`src/rtl/mips_hazard_pkg.sv`:
```
// rtl/mips_hazard_pkg.sv - shared forwarding encodings and Tuse/Tnew constants
package mips_hazard_pkg;

    typedef enum logic [1:0] {
        FWD_RF = 2'd0,
        FWD_E  = 2'd1,
        FWD_M  = 2'd2
    } fwd_sel_e;

    localparam int TUSE_D    = 0;
    localparam int TUSE_E    = 1;
    localparam int TUSE_M    = 2;

    localparam int TNEW_LINK = 0;
    localparam int TNEW_ALU  = 1;
    localparam int TNEW_LOAD = 2;

    // Width needed to hold a latency count of 0..max_val.
    function automatic int lat_width(input int a, input int b);
        int m;
        m = (a > b) ? a : b;
        return (m < 1) ? 1 : $clog2(m + 1);
    endfunction

endpackage

```
`src/rtl/md_busy_timer.sv`:
```
// rtl/md_busy_timer.sv - multiply/divide unit busy countdown
module md_busy_timer
    import mips_hazard_pkg::*;
#(
    parameter int MULT_LAT = 5,
    parameter int DIV_LAT  = 10
) (
    input  logic clk,
    input  logic reset,
    input  logic start,
    input  logic div,
    output logic busy
);

    localparam int BW = lat_width(MULT_LAT, DIV_LAT);

    logic [BW-1:0] busy_cnt;

    // Load the latency when an MD op leaves E, otherwise count down to zero.
    always_ff @(posedge clk or posedge reset) begin
        if (reset) begin
            busy_cnt <= '0;
        end else if (start) begin
            busy_cnt <= div ? BW'(DIV_LAT) : BW'(MULT_LAT);
        end else if (busy_cnt != '0) begin
            busy_cnt <= busy_cnt - 1'b1;
        end
    end

    assign busy = (busy_cnt != '0);

endmodule

```
`src/rtl/hazard_ctrl.sv`:
```
// rtl/hazard_ctrl.sv - Tuse/Tnew stall, forwarding and MD interlock for the D stage
module hazard_ctrl
    import mips_hazard_pkg::*;
#(
    parameter int REG_AW   = 5,
    parameter int T_W      = 2,
    parameter int MULT_LAT = 5,
    parameter int DIV_LAT  = 10,
    parameter int CNT_W    = 32
) (
    input  logic              clk,
    input  logic              reset,
    input  logic [REG_AW-1:0] rs_d,
    input  logic [REG_AW-1:0] rt_d,
    input  logic              use_rs_d,
    input  logic              use_rt_d,
    input  logic [T_W-1:0]    tuse_rs_d,
    input  logic [T_W-1:0]    tuse_rt_d,
    input  logic [REG_AW-1:0] dst_d,
    input  logic [T_W-1:0]    tnew_d,
    input  logic              md_use_d,
    input  logic              md_start_d,
    input  logic              md_div_d,
    output logic              stall,
    output logic [1:0]        fwd_rs_sel_d,
    output logic [1:0]        fwd_rt_sel_d,
    output logic              md_busy,
    output logic [2:0]        stall_cause,
    output logic [CNT_W-1:0]  stall_cnt
);

    // Shadow copy of the instructions sitting in E and M.
    logic [REG_AW-1:0] dst_e;
    logic [T_W-1:0]    tnew_e;
    logic              start_e;
    logic              div_e;
    logic [REG_AW-1:0] dst_m;
    logic [T_W-1:0]    tnew_m;

    logic hz_rs;
    logic hz_rt;
    logic hz_md;

    // Returns {hazard, fwd_sel} for one source operand. An E match shadows M
    // because E holds the younger writer; W is covered by the RF bypass.
    function automatic logic [2:0] src_check(
        input logic [REG_AW-1:0] src,
        input logic              use_src,
        input logic [T_W-1:0]    tuse,
        input logic [REG_AW-1:0] d_e,
        input logic [T_W-1:0]    t_e,
        input logic [REG_AW-1:0] d_m,
        input logic [T_W-1:0]    t_m
    );
        logic     hit_e;
        logic     hit_m;
        logic     hz;
        fwd_sel_e sel;
        hit_e = use_src && (src != '0) && (src == d_e);
        hit_m = use_src && (src != '0) && (src == d_m);
        hz    = (hit_e && (tuse < t_e)) || (hit_m && (tuse < t_m));
        if (hit_e) begin
            sel = (t_e == '0) ? FWD_E : FWD_RF;
        end else if (hit_m && (t_m == '0)) begin
            sel = FWD_M;
        end else begin
            sel = FWD_RF;
        end
        return {hz, sel};
    endfunction

    // Per-operand data hazards and forwarding selects.
    always_comb begin
        {hz_rs, fwd_rs_sel_d} = src_check(rs_d, use_rs_d, tuse_rs_d,
                                          dst_e, tnew_e, dst_m, tnew_m);
        {hz_rt, fwd_rt_sel_d} = src_check(rt_d, use_rt_d, tuse_rt_d,
                                          dst_e, tnew_e, dst_m, tnew_m);
    end

    // An MD instruction in D waits while the unit counts down or an op is in E.
    assign hz_md       = md_use_d && (md_busy || start_e);
    assign stall       = hz_rs | hz_rt | hz_md;
    assign stall_cause = {hz_md, hz_rt, hz_rs};

    // E/M shadow slots advance every cycle; a stall injects a bubble into E.
    always_ff @(posedge clk or posedge reset) begin
        if (reset) begin
            dst_e   <= '0;
            tnew_e  <= '0;
            start_e <= 1'b0;
            div_e   <= 1'b0;
            dst_m   <= '0;
            tnew_m  <= '0;
        end else begin
            if (stall) begin
                dst_e   <= '0;
                tnew_e  <= '0;
                start_e <= 1'b0;
                div_e   <= 1'b0;
            end else begin
                dst_e   <= dst_d;
                tnew_e  <= tnew_d;
                start_e <= md_start_d;
                div_e   <= md_div_d;
            end
            dst_m  <= dst_e;
            tnew_m <= (tnew_e == '0) ? '0 : tnew_e - 1'b1;
        end
    end

    // Saturating count of cycles spent stalled.
    always_ff @(posedge clk or posedge reset) begin
        if (reset) begin
            stall_cnt <= '0;
        end else if (stall && (stall_cnt != {CNT_W{1'b1}})) begin
            stall_cnt <= stall_cnt + 1'b1;
        end
    end

    md_busy_timer #(
        .MULT_LAT (MULT_LAT),
        .DIV_LAT  (DIV_LAT)
    ) u_md_busy_timer (
        .clk   (clk),
        .reset (reset),
        .start (start_e),
        .div   (div_e),
        .busy  (md_busy)
    );

endmodule
```
`config.mk`:
```
export PLATFORM = sky130hd
export DESIGN_NAME = hazard_ctrl
export DESIGN_NICKNAME = d
export VERILOG_FILES = /design/src/rtl/mips_hazard_pkg.sv /design/src/rtl/md_busy_timer.sv /design/src/rtl/hazard_ctrl.sv
export SDC_FILE = /design/constraint.sdc
export NUM_CORES = 1
export LEC_CHECK = 0
export ABC_AREA = 1
export CAP_MARGIN = 5
export CORE_UTILIZATION = 56
export DETAILED_ROUTE_END_ITERATION = 12
export PLACE_DENSITY = 0.95
export SLEW_MARGIN = 30
export SYNTH_ARGS = -nofsm -noshare
export SYNTH_HDL_FRONTEND = slang
export SYNTH_SLANG_ARGS = --single-unit
```
`constraint.sdc`:
```
create_clock -name clk -period 2.4 [get_ports clk]
set_input_delay 0.24 -clock clk [delete_from_list [all_inputs] [get_ports clk]]
set_output_delay 0.24 -clock clk [all_outputs]
set_load 0.02 [all_outputs]
```
### After elaboration in Yosys (flattened, before gate mapping)

Index checks and enable logic that the tools add are counted.

* bits in registers: 52
* input port bits: 28
* output and inout port bits: 41
* logic and storage cells: 58

* add/sub/neg operators: 3
* $lt $le $gt $ge: 4
* equal/unequal tests: 5
* multiplexer cells: 13
* bitwise gates (word level): 2
* reduce and logical (&&, ||, !) cells: 23

Operators by type and width (count)
* adder 32 x 1 -> 32 bit, second input constant: 1
* != test 32 bit, second input constant: 1
* == test 5 bit: 4
* logical AND 1 bit: 14
* two-way mux 2 bit: 6
* two-way mux 4 bit: 3
* nonzero test 5 bit: 2
* < comparator 2 bit: 4
* two-way mux 5 bit: 1
* logical NOT 2 bit: 2
* nonzero test 4 bit: 1
* subtractor 4 x 1 -> 4 bit, second input constant: 1
* logical OR 1 bit: 3
* two-way mux 1 bit: 3
* bitwise OR 1 bit: 2
* nonzero test 2 bit: 1
* subtractor 2 x 1 -> 2 bit, second input constant: 1

### Depth between registers and ports, before layout

Gate-level depths: netlist of the first run.

* word-level depth: 8
* depth in mapped cells: 12
* mapped depth without buffers: 11

### By module

A second synthesis of the first run with hierarchy kept.

* cell total of the unflattened synthesis: 481
* area total of the unflattened synthesis: 3392.0 sq um

Modules (own cells, without submodules)
* hazard_ctrl: times used 1, cells each 446, area each 3129.3 sq um, sequential area each 1201.2 sq um
* md_busy_timer: times used 1, cells each 35, area each 262.8 sq um, sequential area each 100.1 sq um

### Worst setup path before layout of the first run

Ideal clock, no wire load.

* path type: reg2reg
* start: register stall_cnt[0]
* end: register stall_cnt[2]
* library setup time: 0.118 ns
* arrival: 1.676 ns
* data required time: 2.282 ns
* setup slack: 0.605 ns
* cell stages (with the launch flop): 12
* buffers on the path: 1
* period minus slack after synthesis: 1.795 ns
* cell sequence: dfrtp_1 > ha_1 > nand3_2 > inv_2 > nand2_2 > nor3_2 > nand3_1 > nor2_2 > inv_1 > buf_2 > nand3_1 > nand2_1

* cells in the longest elaborated chain, start to end: 2
* elaborated cells on any way between the ends: 3
* those cells by class: add/sub (1); eq/ne (1); reduce/logical (1)

RTL lines
* start, declared: line hazard_ctrl.sv:29 `output logic [CNT_W-1:0] stall_cnt`
* start signal, assigned: line hazard_ctrl.sv:116 `stall_cnt <= stall_cnt + 1'b1;`
* branches (longest 2 deep; another with adder 32 x 1 -> 32 bit)

Parallel ways; which one is timed is not known.
A chain may end at the register's enable or synchronous reset.

### Worst setup path after layout of the first run

* start: register u_md_busy_timer.busy_cnt[0]
* end: output stall

* cells in the longest elaborated chain, start to end: 4

RTL lines
* start, declared: line md_busy_timer.sv:17 `logic [BW-1:0] busy_cnt;`
* start signal, assigned: line md_busy_timer.sv:24 `busy_cnt <= div ? BW'(DIV_LAT) : BW'(MULT_LAT);`
* start signal, assigned: line md_busy_timer.sv:26 `busy_cnt <= busy_cnt - 1'b1;`
* nonzero test 4 bit: line md_busy_timer.sv:30 `assign busy = (busy_cnt != '0);`
* logical OR 1 bit: line hazard_ctrl.sv:81 `assign hz_md = md_use_d && (md_busy || start_e);`
* logical AND 1 bit: line hazard_ctrl.sv:81
* bitwise OR 1 bit: line hazard_ctrl.sv:82 `assign stall = hz_rs | hz_rt | hz_md;`
* end, declared: line hazard_ctrl.sv:24 `output logic stall,`

No other way between the ends.

==> results of run 1 <==
per-stage QoR:
step	hold slack [ns]	setup WS, ns	power [mW]	area, µm²	setup TNS, ns
final	0.282	0.120	2.37	4160	0
after global routing	0.317	0.0104	2.52	4160	0
after CTS	0.288	0.0503	2.36	4150	0
after detailed placement	0.432	-0.101	1.85	4060	-0.300
after global placement	0.426	0.0549	1.80	4060	0
after floorplan	0.346	0.605	1.59	3330	0
what timing repair did:
item                       in CTS  in global routing
pin swaps                       0                  0
setup endpoints to repair       3                 17
resized for setup               4                  5
cell families (layout without fill, tap and decap cells):
| kind of cell | count (synthesis) | in the layout |
|---|---|---|
| AND/OR/NAND/NOR | 292 | 292 |
| flip-flops | 52 | 52 |
| AO/OA/AOI/OAI | 8 | 8 |
| XOR/XNOR | 43 | 43 |
| adder cells (fa/ha/maj) | 7 | 7 |
| buffers and inverters | 64 | 132 |
final timing paths:
check,to,startpoint,depth (start not counted)
setup / recovery,stall,u_md_busy_timer.busy_cnt[0],10
hold / removal,stall_cnt[11],reset,3
setup reg to reg,stall_cnt[31],u_md_busy_timer.busy_cnt[0],10
hold reg to reg,dst_m[4],dst_e[4],0
max in group asynchronous,stall_cnt[22],reset,3
min in group clk,tnew_e[1],tnew_d[1],3
layer usage:
layer  track usage, %  share of wire (%)  vias to the layer above
met5                0                  0                        -
met4             9.64                1.7                        0
met3             5.63                5.2                       13
met2             52.2                 50                      106
met1             35.3                 43                     1522
li1                 -                  -                     1585
tightest hold or removal path, cell delays in order:
cell,delay [ns]
clkdlybuf4s50_1,0.41
inv_2,0.07
buf_12,0.26
registers in the layout, summed over array words and instances (netlist names):
| signal | flops |
|---|---|
| div_e | 1 |
| dst_m | 5 |
| tnew_m | 2 |
| dst_e | 5 |
| u_md_busy_timer.busy_cnt | 4 |
| start_e | 1 |
| stall_cnt | 32 |
| tnew_e | 2 |
final cells by class:
| type | instances | area (µm²) | area share (%) |
|---|---|---|---|
| multi-input combinational | 350 | 1760 | 42.2 |
| sequential | 52 | 1300 | 31.3 |
| timing repair buffer | 73 | 732 | 17.6 |
| inverter | 51 | 191 | 4.60 |
| tap | 72 | 90.1 | 2.17 |
| clock buffer | 6 | 72.6 | 1.74 |
| clock inverter | 2 | 16.3 | 0.391 |
cells in the mapped netlist:
| cell type | n | area share (%) |
|---|---|---|
| nor2_2 | 1 | 0.19 |
| nor3_1 | 14 | 2.1 |
| ha_1 | 7 | 2.6 |
| buf_2 | 7 | 1.1 |
| buf_6 | 3 | 1.0 |
| nand3_2 | 1 | 0.30 |
| xor2_1 | 30 | 7.9 |
| nand3_1 | 48 | 7.2 |
| a21oi_1 | 5 | 0.75 |
| o21bai_4 | 1 | 0.56 |
| or2_2 | 1 | 0.19 |
| xnor2_1 | 13 | 3.4 |
| nor3_2 | 1 | 0.30 |
| o21ai_0 | 2 | 0.30 |
| inv_2 | 1 | 0.11 |
| nand4_1 | 9 | 1.7 |
| nor4_1 | 1 | 0.19 |
| nor2_1 | 60 | 6.8 |
| nand3b_1 | 2 | 0.45 |
| dfrtp_1 | 52 | 39 |
| nand2_1 | 153 | 17 |
| inv_1 | 50 | 5.6 |
| buf_4 | 3 | 0.68 |
| nand2_2 | 1 | 0.19 |
power groups by stage:
stage	Clock, mW	Combinational, mW	Sequential, mW
after floorplan	0	0.446	1.14
after global placement	0	0.697	1.10
after detailed placement	0	0.743	1.11
after CTS	0.513	0.749	1.10
after global routing	0.555	0.841	1.12
final	0.507	0.755	1.11
==> run metrics, run 1 <==
commonest non-fill, non-tap cell in the layout nand2_1; largest net degree at the start of global routing 53; synth warn 0; Clk network pwr share 21.4%; Synth Cell Area 3330 µm²; Die Span Y 79.1 µm; Crit. End Element output port; diode count 0; die area approximately 6300 µm²; synthesized instance count between 400 and 500; GR Util All Layers ~30%; fraction of layout cells with a size suffix above 1 ~4.3%; nets 568; CTS Root Cell clkbuf_8; Post-DRT Antenna Nets 0; Rows 27; Sink Count 52; Placer Congestion a little under 1; fin crit period 2.28 ns; Fmax 439 MHz; Logic pwr share approximately a third; initial antenna violation count 0; fin cells just over 600; post-synth net total between 500 and 600; Yosys reg bits 52; multiplexer share of the synthesized area 0%; relative slew slack roughly 53%; fraction of the mapped netlist area in compound gates 1.62%; DP Cell Count 598; Initial Util between 50% and 60%; WL/cell 14.1 µm; final setup vio count 0; DR iter-0 viols between 100 and 150; status completed; Int Power 1.50 mW; Post-CTS Setup Bufs 0; Mapped Avg Cell Area 7.14 µm²; Final period util 95.0%; crit-path max FO 4; Core Util, Final 74.2%; worst path arrival time between 2 and 2.5 ns; Final Max Tran Viols 0; Synth cell types 24; I/O Pins between 60 and 70; PD cells around 570 nW/µm²; Crit-path slowest cell dfrtp_1; # hold bufs at CTS 0; vias in the first global route 3122; cell family with most CP delay simple AND/OR/NAND/NOR gates; unrepaired setup endpoints after global routing no; Static Leakage 2.13 nW; Reg power frac 46.7%; Sw Share 36.5%; DIE WIDTH 79.1 µm; final WL 8.55 mm; final count of hold timing violations 0; Worst-path clk slew 0.09 ns; CP required between 2 and 2.5 ns; worst reg2reg setup slack 0.24 ns; most frequent cells in the layout nand2_1 (151), clkdlybuf4s50_1 (63), nor2_1 (59); DR vias/cell 5.32; drt pass-1 iters 4; Clock Skew approximately 0.0033 ns; CTS tree built; clock latency on the worst-skew pair 0.31 ns; Seq/Total Area, Yosys 39.1%; Net Sw Power 0.865 mW; Simple-Gate Fraction of Synth Area 36.8%; CTS buffer count 5; Max Cap Viol 0; H-tree levels 2; fillers 466; Slew @ Worst Pin 0.709 ns; total vias in the final route 3226; Buf+Inv Stages, Crit Path 3; VDD IR max 521 µV; XOR/XNOR Fraction of Synth Area 11.3%; synthesis-to-finish area growth 25.0%; sum of net half-perimeters after detailed placement 6.51 mm; DRC 0; crit start category flip-flop; CP Cell Sequence inv_1 > ha_1 > nand2_1 > nor2_4 > nand2_2 > nand2_2 > inv_1 > nor2_1 > nand2_1 > dlygate4sd2_1; IO Port Bufs between 60 and 70; critical path class reg -> out; first-pass GRT wire length 14.3 mm; remaining global-route overflow 0; min-delay worst type in -> async; crit-path max cell delay 0.39 ns; core area 5610 µm²; dominant combinational cell family by area after synthesis simple AND/OR/NAND/NOR gates; clk buf depth 2; adder-cell share of the synthesized area 2.63%
Note: power is estimated with default switching activity, not from simulation.
==> run 2, diff against run 1 <==
CORE_ASPECT_RATIO = 1.1   (was default)
CTS_CLUSTER_SIZE = 25   (was default)
==> run metrics, run 2 (synthesis results as in run 1) <==
GR Util All Layers 28.5% (-0.78 points); final count of hold timing violations 0 (unchanged); largest net degree at the start of global routing 53 (unchanged); clk buf depth 2 (unchanged); Post-DRT Antenna Nets 0 (unchanged); vias in the first global route 3127 (+0.16%); pre-CTS setup slack 0.0115 ns (+0.113 ns); fraction of layout cells with a size suffix above 1 4.68% (+0.37 points); Initial Util 58.1% (-1.3 points); fillers 450 (-3.4%); I/O Pins 69 (unchanged); GR Layer Usage met1 34.3% (-0.97 points); worst reg2reg setup slack 0.35 ns (+0.11 ns); CP required 2.16 ns (about the same); VDD IR max 507 µV (-2.9%); nets 568 (unchanged); max reg flops 32 (unchanged); CTS Root Cell clkbuf_8; Biggest register stall_cnt; PD cells 593 nW/µm² (+4.2%); Clock Skew 0.00310 ns (-0.000161 ns); Post-CTS Setup Bufs 0 (unchanged); unrepaired setup endpoints after global routing no; relative slew slack 57.7% (+5.1 points); Final Max Tran Viols 0 (unchanged); Final period util 94.1% (-0.88 points); TNS Setup 0 ns (unchanged); placed cell areas 4060 µm² (+0.15%); Worst-path clk slew 0.09 ns (about the same); remaining global-route overflow 0 (unchanged); global routing's busiest layer met2; sum of net half-perimeters after detailed placement 6.50 mm (about the same); final setup vio count 0 (unchanged); status completed; fin crit period 2.26 ns (-0.0212 ns); die area 6260 µm² (about the same); DR iter-0 viols 216 (+70%); min-delay worst type in -> async; DR vias/cell 5.17 (-2.9%); Rows 29 (+7.4%); Sink Count 52 (unchanged); crit-path max FO 4 (unchanged); H-tree levels 2 (unchanged); Static Leakage 2.19 nW (+3.0%); IO Port Bufs 68 (unchanged); total vias in the final route 3157 (-2.1%); commonest non-fill, non-tap cell in the layout nand2_1; DRC 0 (unchanged); Die Span Y 82.9 µm (+4.8%); drt pass-1 iters 5 (+1); Crit. End Element output port; fin worst setup slack 0.141 ns (+0.0212 ns); WL/cell 13.9 µm (-1.7%); # hold bufs at CTS 0 (unchanged); crit start category primary input; diode count 0 (unchanged); most frequent cells in the layout nand2_1 (151), clkdlybuf4s50_1 (61), nor2_1 (58); biggest regs stall_cnt (32), dst_e (5), dst_m (5); multi-input combinational cell area 1760 µm² (+0.14%); Design Power 2.50 mW (+5.4%); Placer Congestion 0.995 (+2.9%); final WL 8.48 mm (-0.84%); Slew @ Worst Pin 0.635 ns (-0.0741 ns); clock latency on the worst-skew pair 0.30 ns (about the same); global-route met3 utilization 4.73% (-0.90 points); Seq. cell area 1300 µm² (unchanged); Max Cap Viol 0 (unchanged); met2 usage 50.3% (-1.8 points); Fmax 443 MHz (+0.94%); Post-Layout Inst Area 4210 µm² (+1.2%); synthesis-to-finish area growth 26.5%; critical path class in -> out; worst path arrival time 2.02 ns (-0.02 ns); CTS tree built; initial antenna violation count 0 (unchanged); first-pass GRT wire length 13.8 mm (-3.6%); CTS buffer count 5 (unchanged); DIE WIDTH 75.5 µm (-4.5%); core area 5730 µm² (+2.2%)
## run 2: cell type report
cell class | instances | area share, %
sequential | 52 | 30.9
multi-input combinational | 350 | 41.8
timing repair buffer | 73 | 17.6
tap | 77 | 2.29
clock buffer | 6 | 1.96
clock inverter | 2 | 0.921
inverter | 51 | 4.55
## run 2: worst paths after layout
| kind | end | startpoint | cells after the start |
|---|---|---|---|
| setup reg to reg | stall_cnt[29] | stall_cnt[0] | 11 |
| min in group clk | dst_m[1] | dst_e[1] | 0 |
| max in group asynchronous | stall_cnt[24] | reset | 3 |
| hold / removal | stall_cnt[8] | reset | 3 |
| hold reg to reg | dst_m[1] | dst_e[1] | 0 |
| setup / recovery | fwd_rs_sel_d[0] | rs_d[0] | 8 |
## run 2: power by group
group / internal, mW / leakage [nW] / switching [mW] / total [mW]
clock: 0.341 / 0.0614 / 0.291 / 0.632
sequential: 0.982 / 0.695 / 0.121 / 1.10
combinational: 0.321 / 1.44 / 0.440 / 0.761
total: 1.64 / 2.19 / 0.852 / 2.50
## run 2: what timing repair did
| action | 4_1_cts | 5_1_grt |
|---|---|---|
| pin swaps | 0 | 0 |
| setup endpoints to repair | 2 | 6 |
| endpoints found under the hold margin | 0 | 0 |
| cloned | 0 | 0 |
| gates resized for setup | 2 | 10 |
## run 2: stage by stage
step	utilization (%)	cells	hold slack [ns]
2_1_floorplan	-	466	0.346
3_3_place_gp	70.9	603	0.423
3_5_place_dp	70.9	603	0.426
4_1_cts	73.0	611	0.441
5_1_grt	73.4	611	0.445
6_report	73.4	611	0.426
## run 2: per-layer routing
| layer | up-vias | part of all wire, % |
|---|---|---|
| met5 | - | 0 |
| met4 | 0 | 2.8 |
| met3 | 24 | 6.5 |
| met2 | 119 | 52 |
| met1 | 1434 | 39 |
| li1 | 1580 | - |
## run 2: critical path, stage by stage
cell             delay [ns]
clkdlybuf4s50_1        0.57
nor2_1                 0.10
nand3_1                0.08
nand2_1                0.07
nor2_1                 0.16
nand2_1                0.09
nor2_1                 0.10
clkdlybuf4s50_1        0.61
